## config.mk

```make
export PLATFORM = sky130hd
export DESIGN_NAME = div_issue_ctrl
export DESIGN_NICKNAME = d
export VERILOG_FILES = /design/src/rtl/div_issue_ctrl.sv
export SDC_FILE = /design/constraint.sdc
export NUM_CORES = 1
export LEC_CHECK = 0
export ABC_AREA = 1
export CORE_MARGIN = 4
export CORE_UTILIZATION = 28
export CTS_BUF_LIST = sky130_fd_sc_hd__clkbuf_2
export CTS_CLUSTER_DIAMETER = 40
export CTS_CLUSTER_SIZE = 25
export DETAILED_ROUTE_END_ITERATION = 8
export PLACE_DENSITY = 0.57
export SLEW_MARGIN = 20
export SYNTH_ARGS = -nofsm -noshare
export SYNTH_HDL_FRONTEND = slang
export SYNTH_SLANG_ARGS = --single-unit
```

## constraint.sdc

```tcl
create_clock -name CLK -period 2 [get_ports CLK]
set_clock_uncertainty 0.1 [all_clocks]
set_input_delay 0.2 -clock CLK [delete_from_list [all_inputs] [get_ports CLK]]
set_output_delay 0.2 -clock CLK [all_outputs]
set_load 0.02 [all_outputs]
```

## src/rtl/div_issue_ctrl.sv

```systemverilog
// Issue/collect controller for the sequential restoring divider: operand stream in, Start/Done launch, result stream out.
// Optional build macro DIV_SIGNED_EN enables two's-complement operands (sign handled here, magnitudes sent to the divider).
module div_issue_ctrl #(
  parameter int tamanyo = 32,
  parameter int MAX_CYC = 2*tamanyo+8
) (
  input  logic               CLK,
  input  logic               RSTa,
  input  logic               in_valid,
  output logic               in_ready,
  input  logic [tamanyo-1:0] in_num,
  input  logic [tamanyo-1:0] in_den,
  output logic               out_valid,
  input  logic               out_ready,
  output logic [tamanyo-1:0] out_coc,
  output logic [tamanyo-1:0] out_res,
  output logic               out_dz,
  output logic               out_err,
  output logic               busy,
  output logic               div_start,
  output logic [tamanyo-1:0] div_num,
  output logic [tamanyo-1:0] div_den,
  input  logic [tamanyo-1:0] div_coc,
  input  logic [tamanyo-1:0] div_res,
  input  logic               div_done
);

  // state   | meaning
  // IDLE    | ready for an operand pair
  // WAIT    | divider running, Start held, watchdog counting
  // RELEASE | one cycle of Start low so the divider returns to idle
  // OUT     | result presented until the consumer takes it
  typedef enum logic [1:0] {IDLE, WAIT, RELEASE, OUT} state_t;

  localparam int WD_W = $clog2(MAX_CYC + 1);
  localparam logic [WD_W-1:0] WD_LAST = WD_W'(MAX_CYC - 1);

  state_t            state;
  logic [WD_W-1:0]   wdog;
  logic [tamanyo-1:0] num_mag;
  logic [tamanyo-1:0] den_mag;
  logic [tamanyo-1:0] cap_coc;
  logic [tamanyo-1:0] cap_res;
  logic [tamanyo-1:0] dz_coc;

`ifdef DIV_SIGNED_EN
  logic sign_q;
  logic sign_r;

  // The most negative value negates to itself, which reads as 2^(tamanyo-1) unsigned.
  always_comb begin
    num_mag = in_num[tamanyo-1] ? -in_num : in_num;
    den_mag = in_den[tamanyo-1] ? -in_den : in_den;
    cap_coc = sign_q ? -div_coc : div_coc;
    cap_res = sign_r ? -div_res : div_res;
    dz_coc  = in_num[tamanyo-1] ? tamanyo'(1) : {tamanyo{1'b1}};
  end

  always_ff @(posedge CLK) begin
    if (RSTa) begin
      sign_q <= 1'b0;
      sign_r <= 1'b0;
    end else if (state == IDLE && in_valid) begin
      sign_q <= in_num[tamanyo-1] ^ in_den[tamanyo-1];
      sign_r <= in_num[tamanyo-1];
    end
  end
`else
  always_comb begin
    num_mag = in_num;
    den_mag = in_den;
    cap_coc = div_coc;
    cap_res = div_res;
    dz_coc  = {tamanyo{1'b1}};
  end
`endif

  assign in_ready = (state == IDLE);
  assign busy     = (state != IDLE);

  always_ff @(posedge CLK) begin
    if (RSTa) begin
      state     <= IDLE;
      div_start <= 1'b0;
      out_valid <= 1'b0;
      out_dz    <= 1'b0;
      out_err   <= 1'b0;
      div_num   <= '0;
      div_den   <= '0;
      out_coc   <= '0;
      out_res   <= '0;
      wdog      <= '0;
    end else begin
      case (state)
        IDLE: begin
          if (in_valid) begin
            if (in_den == '0) begin
              out_coc   <= dz_coc;
              out_res   <= in_num;
              out_dz    <= 1'b1;
              out_err   <= 1'b0;
              out_valid <= 1'b1;
              state     <= OUT;
            end else begin
              div_num   <= num_mag;
              div_den   <= den_mag;
              div_start <= 1'b1;
              wdog      <= '0;
              state     <= WAIT;
            end
          end
        end
        WAIT: begin
          // div_done takes priority over a watchdog expiry in the same cycle
          if (div_done) begin
            out_coc   <= cap_coc;
            out_res   <= cap_res;
            out_dz    <= 1'b0;
            out_err   <= 1'b0;
            div_start <= 1'b0;
            state     <= RELEASE;
          end else if (wdog == WD_LAST) begin
            out_coc   <= '0;
            out_res   <= '0;
            out_dz    <= 1'b0;
            out_err   <= 1'b1;
            div_start <= 1'b0;
            state     <= RELEASE;
          end else begin
            wdog <= wdog + 1'b1;
          end
        end
        RELEASE: begin
          out_valid <= 1'b1;
          state     <= OUT;
        end
        OUT: begin
          if (out_ready) begin
            out_valid <= 1'b0;
            state     <= IDLE;
          end
        end
        default: state <= IDLE;
      endcase
    end
  end

endmodule

```

==> results of run 1 <==
## cells in the final DEF, fill, tap and decap left out, types with 3 or more instances in the layout
cell,synthesis,final
nand2_1,389,385
nor2_1,262,257
dfxtp_1,141,137
dlygate4sd2_1,0,132
clkdlybuf4s50_1,0,131
inv_1,106,104
dlygate4sd3_1,0,82
nand3_1,48,46
a21oi_1,43,43
nand3b_1,33,33
buf_4,4,27
clkbuf_2,0,20
buf_12,0,11
clkbuf_16,0,6
inv_2,5,5
buf_6,2,5
nor2_2,1,4
bufinv_16,0,4
nand2_2,0,3
nor3_1,3,3
clkinvlp_4,0,3
inv_6,0,3
dfxtp_2,0,3
## logic make-up after synthesis
| logic type | Yosys count | synth area share (%) |
|---|---|---|
| simple gates | 739 | 43.4 |
| buf+inv | 180 | 10.8 |
| flops | 141 | 41.2 |
| compound gates | 49 | 3.78 |
| fa+ha+maj | 5 | 0.912 |
## worst max-delay path: cells and delay by family
kind                   cells  cell delay (ns)
AO/OA/AOI/OAI              1             0.23
AND/OR/NAND/NOR            8             0.71
buffers and inverters      4             1.32
## metrics by stage
stage               std cells  setup TNS (ns)  hold WS [ns]  setup slack (ns)  power [uW]
finish                   1798               0        0.0559            0.0663       16100
floorplan                1114               0         0.169             0.103       10000
global placement         1668          -19.60         0.360            -0.194       13800
global route             1798         -0.0490       0.00205           -0.0294       17500
CTS                      1782        -0.00106       0.00335          -0.00106       15300
detailed placement       1668          -22.47         0.366            -0.221       13900
## layout make-up
class / instances / area, sq um / share of cell area, %
Antenna cell: 2 / 5.00 / 0.0444
Clock buffer: 20 / 100 / 0.888
Clock inverter: 12 / 186 / 1.65
Inverter: 111 / 422 / 3.74
Multi-Input combinational cell: 793 / 3400 / 30.2
Sequential cell: 141 / 2830 / 25.1
Tap cell: 324 / 405 / 3.60
Timing Repair Buffer: 395 / 3920 / 34.8
## metal layers
metal / vias to the layer above / part of all wire [%] / track usage (%)
li1: 4035 / - / -
met1: 3380 / 44 / 20.4
met2: 237 / 46 / 28.5
met3: 14 / 8.8 / 6.39
met4: 0 / 1.0 / 2.91
met5: - / 0 / 0
## path summary, 6_finish.rpt
kind	slack (ns)	depth (start not counted)	to	from
worst min-delay path	0.06	3	div_num[30]	in_num[30]
worst max-delay path	0.07	13	out_coc[2]	in_den[2]
worst min register to register	0.40	2	out_res[21]	out_res[21]
worst max register to register	0.14	10	wdog[5]	state[0]
## state kept, by name (all words and copies together), names as in the netlist
register   cells
div_den       32
div_num       32
div_start      1
out_coc       32
out_dz         1
out_err        1
out_res       32
out_valid      1
state          2
wdog           7
## timing repair
item                                   CTS  global route
pin swaps                                0             2
hold buffers                            82             0
gates cloned                             0             7
resized for setup                      146            24
setup buffers                            0             7
setup endpoints to repair              134           128
endpoints found under the hold margin   85             0
## power groups by stage
stage | logic, uW | registers [uW] | clock network [uW]
after floorplan | 4180 | 5860 | 0
after global placement | 9250 | 4530 | 0
after detailed placement | 9290 | 4580 | 0
after CTS | 8730 | 4480 | 2120
after global routing | 10700 | 4620 | 2210
final | 9590 | 4470 | 2020
==> flow_metrics.env, run 1 <==
export IMPL_cts_buffers=17
export IMPL_syn_num_nets=1252
export IMPL_cp_end_kind="register"
export IMPL_synth_seq_area_share_pct=41.2
export IMPL_slowest_stage="dlygate4sd3_1"
export IMPL_drive_above_1_share_pct=7.54
export IMPL_synth_most_common_cell="nand2_1"
export IMPL_finalCriticalPeriod_ns=1.93
export IMPL_synth_top_area_share_pct=41.2
export IMPL_io_buffers=266
export IMPL_yosysWarnings=0
export IMPL_ys_ff_latch=141
export IMPL_arrival_ns=2.48
export IMPL_syn_area_sq_um=6860
export IMPL_post_route_cell_area_sq_um=11300
export IMPL_dr_pass1_iters=5
export IMPL_die_area_sq_um=27100
export IMPL_track_usage_pct=16.7
export IMPL_rsz0062_at_grt="yes"
export IMPL_crit_chain="dlygate4sd3_1 > clkdlybuf4s50_1 > nor2_1 > nand2_1 > nor2_2 > nand2_2 > o21ai_4 > buf_12 > nand2_8 > clkbuf_16 > nand2_1 > nand2_1 > nor2_1"
export IMPL_die_y_um=165
export IMPL_critPathLaunchType="input pin"
export IMPL_p_leak_uw=0.00573
export IMPL_clock_sinks=141
export IMPL_wl_um=24500
export IMPL_drc_errors=0
export IMPL_dpl_instance_area_sq_um=10000
export IMPL_drtIter0Drc=389
export IMPL_area_growth_pct=64.4
export IMPL_seqPwrFrac_pct=27.8
export IMPL_grt_pass1_vias=7243
export IMPL_htreeDepth=4
export IMPL_gp_congestion=0.761
export IMPL_powerDensity_nw_per_um2=1430
export IMPL_drtAntennaViolNets=0
export IMPL_final_net_count=1597
export IMPL_synth_avg_cell_area_sq_um=6.16
export IMPL_clkLatencyLatePin_ns=0.69
export IMPL_hold_viol=0
export IMPL_syn_instance_count=1114
export IMPL_die_x_um=165
export IMPL_p_sw_uw=7440
export IMPL_antenna_found_initial=2
export IMPL_relSlewSlack_pct=71.1
export IMPL_synth_enable_flop_cells=0
export IMPL_max_stage_delay_ns=0.54
export IMPL_irDropWorstVdd_v=0.000717
export IMPL_slew_violations=0
export IMPL_clockBufferDepth=2
export IMPL_grt_max_degree=70
export IMPL_intPower_uw=8650
export IMPL_path_class="in2reg"
export IMPL_overflow=0
export IMPL_cp_common_cell="nand2_1"
export IMPL_cts_tree="built"
export IMPL_synthFlopType="dfxtp_1"
export IMPL_nFillCells=2518
export IMPL_coreArea_sq_um=24200
export IMPL_vias=7666
export IMPL_wire_per_inst_um=13.6
export IMPL_synth_cell_types=22
export IMPL_setup_viol=0
export IMPL_clock_fmax_ghz=0.517
export IMPL_max_cap_violations=0
export IMPL_clkPwrFrac_pct=12.6
export IMPL_hold_path_class="in2reg"
export IMPL_cts_clk_slew_worst_paths_ns=0.23
export IMPL_cts_root_buffer="clkbuf_2"
export IMPL_pwr_share_comb_pct=59.6
export IMPL_swShare_pct=46.2
export IMPL_io_pins=267
export IMPL_crit_fanout=16
export IMPL_grt_first_pass_wirelength_um=36600
export IMPL_yosys_area_top_type="dfxtp_1"
export IMPL_required_ns=2.55
export IMPL_avgViaCountPerCell=4.26
export IMPL_start_util_pct=28.4
export IMPL_rows=57
export IMPL_hpwl_um=15500
export IMPL_status="finished, final reports clean"
export IMPL_async_flop_share_pct=0
export IMPL_post_route_period_util_pct=96.7
export IMPL_ys_top_cells_by_count="389 x nand2_1, 262 x nor2_1, 141 x dfxtp_1, 106 x inv_1, 48 x nand3_1"
export IMPL_synth_area_top_cells="dfxtp_1 41%, nand2_1 21%, nor2_1 14%, inv_1 5.8%, nand3b_1 3.6%"
export IMPL_worst_slew_pin_slew_ns=0.433
export IMPL_fin_util_pct=46.6
Note: power is estimated with default switching activity, not from simulation.
==> run 2: changes to the inputs <==
Settings changed: CAP_MARGIN set to 20.
==> results of run 2 <==
Same layout as run 1: the final DEF is identical, and so are final timing and power.
